<file path="src/rtl/mux3_rr_arbiter.sv">
// Round-robin arbiter/sequencer owning the select of a shared 3:1 datapath mux.
// Optional hold-limit preemption is compiled in with ARB_TIMEOUT_EN.
module mux3_rr_arbiter #(
    parameter int unsigned MAX_HOLD = 16,
    parameter int unsigned CNT_W    = 5
) (
    input  logic       clk,
    input  logic       rst_n,
    input  logic [2:0] req,
    input  logic       done,
    output logic [2:0] gnt,
    output logic [1:0] sel,
    output logic       busy,
    output logic       timeout
);

    typedef enum logic {
        IDLE = 1'b0,
        BUSY = 1'b1
    } state_t;

    // Reject configurations the hold counter cannot represent.
    if (MAX_HOLD < 2 || MAX_HOLD > 31 || (64'(1) << CNT_W) <= 64'(MAX_HOLD)) begin : g_bad_params
        $error("mux3_rr_arbiter: illegal MAX_HOLD/CNT_W combination");
    end

    state_t     state, state_d;
    logic [1:0] ptr, ptr_d;
    logic [2:0] gnt_d;
    logic [1:0] sel_d;
    logic       busy_d;
    logic [1:0] win;
    logic       owner_req;

    // First requester found scanning p, p+1, p+2 (mod 3).
    function automatic logic [1:0] pick(input logic [2:0] r, input logic [1:0] p);
        logic [1:0] idx;
        case (p)
            2'd1:    idx = r[1] ? 2'd1 : (r[2] ? 2'd2 : 2'd0);
            2'd2:    idx = r[2] ? 2'd2 : (r[0] ? 2'd0 : 2'd1);
            default: idx = r[0] ? 2'd0 : (r[1] ? 2'd1 : 2'd2);
        endcase
        return idx;
    endfunction

`ifdef ARB_TIMEOUT_EN
    logic [CNT_W-1:0] cnt, cnt_d;
    logic             timeout_d;
    logic             other_req;
    assign other_req = |(req & ~gnt);
`endif

    assign owner_req = |(req & gnt);
    assign win       = pick(req, ptr);

    always_comb begin
        state_d = state;
        ptr_d   = ptr;
        gnt_d   = gnt;
        sel_d   = sel;
        busy_d  = busy;
`ifdef ARB_TIMEOUT_EN
        cnt_d     = cnt;
        timeout_d = 1'b0;
`endif
        case (state)
            IDLE: begin
                if (|req) begin
                    gnt_d   = 3'b001 << win;
                    sel_d   = win;
                    busy_d  = 1'b1;
                    ptr_d   = (win == 2'd2) ? 2'd0 : win + 2'd1;
                    state_d = BUSY;
`ifdef ARB_TIMEOUT_EN
                    cnt_d = '0;
`endif
                end
            end
            BUSY: begin
`ifdef ARB_TIMEOUT_EN
                if (cnt != CNT_W'(MAX_HOLD)) cnt_d = cnt + CNT_W'(1);
`endif
                // done and abort take precedence; preemption only when both are absent
                if (done || !owner_req) begin
                    gnt_d   = 3'b000;
                    busy_d  = 1'b0;
                    state_d = IDLE;
                end
`ifdef ARB_TIMEOUT_EN
                else if (cnt == CNT_W'(MAX_HOLD - 1) && other_req) begin
                    gnt_d     = 3'b000;
                    busy_d    = 1'b0;
                    state_d   = IDLE;
                    timeout_d = 1'b1;
                end
`endif
            end
            default: begin
                gnt_d   = 3'b000;
                busy_d  = 1'b0;
                state_d = IDLE;
            end
        endcase
    end

    always_ff @(posedge clk or negedge rst_n) begin
        if (!rst_n) begin
            state <= IDLE;
            ptr   <= 2'd0;
            gnt   <= 3'b000;
            sel   <= 2'b00;
            busy  <= 1'b0;
        end else begin
            state <= state_d;
            ptr   <= ptr_d;
            gnt   <= gnt_d;
            sel   <= sel_d;
            busy  <= busy_d;
        end
    end

`ifdef ARB_TIMEOUT_EN
    always_ff @(posedge clk or negedge rst_n) begin
        if (!rst_n) begin
            cnt     <= '0;
            timeout <= 1'b0;
        end else begin
            cnt     <= cnt_d;
            timeout <= timeout_d;
        end
    end
`else
    assign timeout = 1'b0;
`endif

endmodule
</file>
<file path="config.mk">
export PLATFORM = sky130hd
export DESIGN_NAME = mux3_rr_arbiter
export DESIGN_NICKNAME = d
export VERILOG_FILES = /design/src/rtl/mux3_rr_arbiter.sv
export SDC_FILE = /design/constraint.sdc
export NUM_CORES = 1
export LEC_CHECK = 0
export BUFFER_PORTS_ARGS = -buffer_cell sky130_fd_sc_hd__buf_2
export CAP_MARGIN = 0
export CORE_AREA = 2 2 39 41
export CTS_CLUSTER_DIAMETER = 200
export DETAILED_ROUTE_END_ITERATION = 10
export DIE_AREA = 0 0 41 43
export PLACE_DENSITY_LB_ADDON = 0.25
export SLEW_MARGIN = 20
export SYNTH_ARGS = -nofsm -noshare
export SYNTH_HDL_FRONTEND = slang
export SYNTH_SLANG_ARGS = --single-unit
</file>
<file path="constraint.sdc">
create_clock -name clk -period 4.07 [get_ports clk]
set_clock_uncertainty 0.05 [all_clocks]
set_input_delay 0.814 -clock clk [delete_from_list [all_inputs] [get_ports clk]]
set_output_delay 0.814 -clock clk [all_outputs]
set_load 0.02 [all_outputs]
</file>
# After elaboration in Yosys (flattened, before gate mapping)
# Cells that the tools add are included.
# Widths: inputs -> output; s select.
[word_totals]
output_inout_bits = 7
input_bits = 6
register_bits = 9
[op_classes]
add_sub_neg = 1
n_reduce_logical = 6
muxes = 17
n_eq_ne = 5
n_shift = 1
n_bitwise = 2
[ops]
columns = ["cell", "n"]
rows = [
  ["$mux 2", 6],
  ["$mux 3", 2],
  ["$pmux 3 s2", 1],
  ["$reduce_or 3->1", 2],
  ["$mux 1", 5],
  ["$eq 2x2->1 const B", 2],
  ["$pmux 1 s2", 2],
  ["$pmux 2 s2", 1],
  ["$reduce_and 2->1", 2],
  ["$and 3x3->3", 1],
  ["$shl 1x2->3 const A", 1],
  ["$add 2x1->2 const B", 1],
  ["$eq 2x1->1 const B", 1],
  ["$ne 2x1->1 const B", 1],
  ["$ne 2x2->1 const B", 1],
  ["$logic_not 1->1", 1],
  ["$logic_or 1x1->1", 1],
  ["$not 1->1", 1],
]

# Longest topological paths before layout
[depth]
depth_word = 6
mapped_depth = 6
depth_no_buf = 6

# Least setup slack after synthesis
# OpenSTA, ideal clock, no wires.
[synth_timing]
path_type = "input-to-reg"
from = "in req[1]"
to = "reg gnt[0]"
cell_stages = 4
path_buffers = 0
arrival_time_ns = 1.532
setup_ns = 0.118
setup_slack_ns = 2.370
cell_sequence = "nor3_2 -> nor2_4 -> nand3_1 -> a2bb2o_4"
[synth_via]
elab_chain_len = 6
word_cells_on_any_way = 15
[synth_rtl]
columns = ["element", "line_no", "rtl"]
rows = [
  ["start: declaration", "9", "input logic [2:0] req,"],
  ["$mux 2 / $and 3x3->3 (equally long branches)", "41, 53", ""],
  ["$mux 2 / $reduce_or 3->1 (equally long branches)", "41, 53", ""],
  ["$pmux 2 s2 / $logic_not 1->1 (equally long branches)", "38, 84", ""],
  ["$shl 1x2->3 / $logic_or 1x1->1 (equally long branches)", "69, 84", ""],
  ["$mux 3 / $ne 2x1->1 (equally long branches)", "n/a", ""],
  ["$pmux 3 s2 / $reduce_and 2->1 (equally long branches)", "n/a", ""],
  ["end signal: assignment", "116", "gnt <= gnt_d;"],
  ["end: declaration", "11", "output logic [2:0] gnt,"],
]
# Several ways; a longest one is shown, not always the timed one. The select of a mux whose other input is x is not followed.
# A chain may end at the register's enable or synchronous reset.

# Worst setup path after layout
[layout_timing]
from = "reg gnt[0]"
to = "out gnt[0]"
# No word-level cell between the ends.

==> impl_summary.txt <==
----------------------------------------------------
[Clock network]
  Clock transition time at the flip-flop clock pins of the worst setup and hold paths ... 0.06 ns
  Sink Count ... 9
  Number of buffers added by the clock tree synthesis step ... 3
  Clock latency on the worst-skew pair ... 0.25 ns
  # hold bufs at CTS ... 0
  Max Buffers Root-to-Sink ... 2
  Clock tree from TritonCTS ... built
  Count of instances resized after the clock tree is built ... 0
  Setup fix buffers added after clock tree synthesis ... 0
  Clock tree root buffer cell ... sky130_fd_sc_hd__clkbuf_4
  H-tree levels ... 1

[Routing]
  Starting DRC count in detailed routing ... 8
  Overall routed net length ... 873 um
  Routed wire per std cell ... 11.6 um
  DRC errors left ... 0
  Per-cell via count in the routed design ... 4.92
  Remaining number of nets flagged by the antenna check after routing ... 0
  Total via count in the routed design ... 369
  Pre-antenna DRT Iters ... 4

[Synthesis]
  Number of synthesized flops with an enable pin ... 0
  Average cell area after synthesis ... 10.6 um2
  Synth Warn # ... 0
  Fraction of registers with async set/reset ... 100%
  Cell variety after synth ... 25
  Fraction of the yosys area taken by sequential cells ... 47.1%
  Combined area of all synthesized cells ... 478 um2
  Post-synthesis cell count ... 45
  Prevailing post-synth register cell ... sky130_fd_sc_hd__dfrtp_1
  Total of flip-flops plus latches after synthesis ... 9
  Net count after synthesis ... 53

[Timing]
  Maximum frequency from static timing analysis ... 590 MHz
  Setup tns final ... 0 ns
  Unrepaired setup endpoints after global routing ... no
  Number of max-slew violations in the final report ... 0
  Final hold violation count ... 0
  Final critical-path required period ... 1.70 ns
  Number of setup violations in the final report ... 0
  Final period util ... 41.7%

[Setup path]
  CP arrival ... 0.83 ns
  Critical Path RT ... 3.21 ns
  Kind of end point of the critical path ... primary output
  Kind of start point of the critical path ... register
  Crit path max fanout ... 3
  Cell Chain, Critical Path ... buf_2
  Cell with the largest stage delay on the worst path ... sky130_fd_sc_hd__dfrtp_1
  Kind of critical path ... register to primary output
  Worst R2R Setup Slack ... 2.42 ns
  Total buffers and inverters traversed by the critical path ... 1
  Slowest Stage Delay on Critical Path ... 0.41 ns
  Category of cells accounting for the largest share of critical-path delay ... flip-flops

[Finish]
  Post-route standard cell area excluding fillers ... 572 um2
  Area Overhead vs Synth ... 19.6%
  Commonest cells after routing, fill and taps aside ... 11 x sky130_fd_sc_hd__buf_2, 9 x sky130_fd_sc_hd__dfrtp_1, 4 x sky130_fd_sc_hd__inv_1, 4 x sky130_fd_sc_hd__a21oi_1
  Leading cell type in the layout, fill and taps excluded ... sky130_fd_sc_hd__buf_2
  Fill cell total of the finished layout ... 150
  Net count reported at finish ... 68
  Fraction of final layout cells with drive strength greater than 1 ... 35.6%
  Number of antenna repair diodes ... 0

[Global routing]
  Antenna violations before repair ... 0
  Total global routing overflow ... 0
  GRT Total Usage ... 12.0%
  Via count of the first global-routing pass ... 328
  Wire length of the first global-routing pass ... 1350 um
  Maximum number of pins on one net before global-route repair ... 10

[Hold path]
  Min-Delay Path Class ... primary input to async pin

[Place]
  HPWL after DPL ... 704 um
  RD Place Congestion ... 0.703
  Number of buffer cells added on primary ports ... 11
  Post-place instance area ... 546 um2

[Floorplanning]
  Core region area ... 1380 um2
  Die Span X ... 41 um
  Initial standard-cell utilization of the core ... 34.5%
  Core Rows ... 14
  Vertical die dimension ... 43 um
  I/O pin total ... 13
  Total die area ... 1760 um2

[Job]
  Count of maximum capacitance violations ... 0

[Pwr]
  Leakage power summed over all cells ... 0.281 nW
  Largest voltage drop on the vdd net ... 0.282 mV
  Power density relative to cell area ... 826 nW/um2

[Outcome]
  Status ... completed

----------------------------------------------------
[kinds of logic (layout without fill, tap and decap cells)]
group	Yosys count	count (layout)	synth area share, %
AO/OA/AOI/OAI	15	15	25.9
adder cells (fa/ha/maj)	2	2	5.23
other	1	1	0.785
buffers and inverters	5	19	4.71
AND/OR/NAND/NOR	13	13	16.2
flip-flops	9	9	47.1
[synth_stat cells, types with 2 or more instances]
master	instances	share of area, %
sky130_fd_sc_hd__nand2b_1	2	2.6
sky130_fd_sc_hd__dfrtp_1	9	47
sky130_fd_sc_hd__nand2_1	2	1.6
sky130_fd_sc_hd__inv_1	4	3.1
sky130_fd_sc_hd__a21oi_1	4	4.2
sky130_fd_sc_hd__ha_1	2	5.2
sky130_fd_sc_hd__o22ai_1	2	2.6
sky130_fd_sc_hd__nor2_1	3	2.4
[where the power goes]
group | leakage (nW) | switching, mW | internal [mW]
registers | 0.111 | 0.0311 | 0.133
clock network | 0.0150 | 0.0291 | 0.0376
logic | 0.155 | 0.134 | 0.108
[state kept, by name (all words and copies together) (netlist names)]
signal and count:
busy 1, sel 2, state 1, ptr 2, gnt 3
[stage by stage]
stage	worst slack, ns	hold slack (ns)	util [%]	total power [mW]	std cells
floorplan	2.37	0.468	-	0.346	45
global placement	2.13	0.432	39.4	0.410	71
detailed placement	2.12	0.429	39.4	0.412	71
CTS	2.36	0.347	41.3	0.481	75
global route	2.27	0.354	41.3	0.512	75
finish	2.37	0.348	41.3	0.473	75
[final timing paths]
kind                        start     end  depth (start not counted)
max                        gnt[0]  gnt[0]                          1
min                         rst_n  ptr[0]                          1
max reg2reg                ptr[0]  gnt[1]                          6
min reg2reg                sel[0]  sel[0]                          1
max in group asynchronous   rst_n  gnt[0]                          1
min in group clk           sel[0]  sel[0]                          1
[area by class of cell]
type	count	area, um2	share of cell area [%]
Multi-Input combinational cell	31	230	40.3
Sequential cell	9	225	39.4
Timing Repair Buffer	11	55.1	9.63
Clock buffer	4	26.3	4.60
Tap cell	16	20.0	3.50
Inverter	4	15.0	2.63
[layer usage]
layer | vias up | global-route usage [%] | wire [um]
li1 | 188 | - | -
met4 | 0 | 10.0 | 0
met2 | 11 | 16.9 | 427
met5 | - | 0 | 0
met1 | 170 | 14.5 | 398
met3 | 0 | 3.14 | 46
No activity file was read; power rests on OpenSTA's default activity.
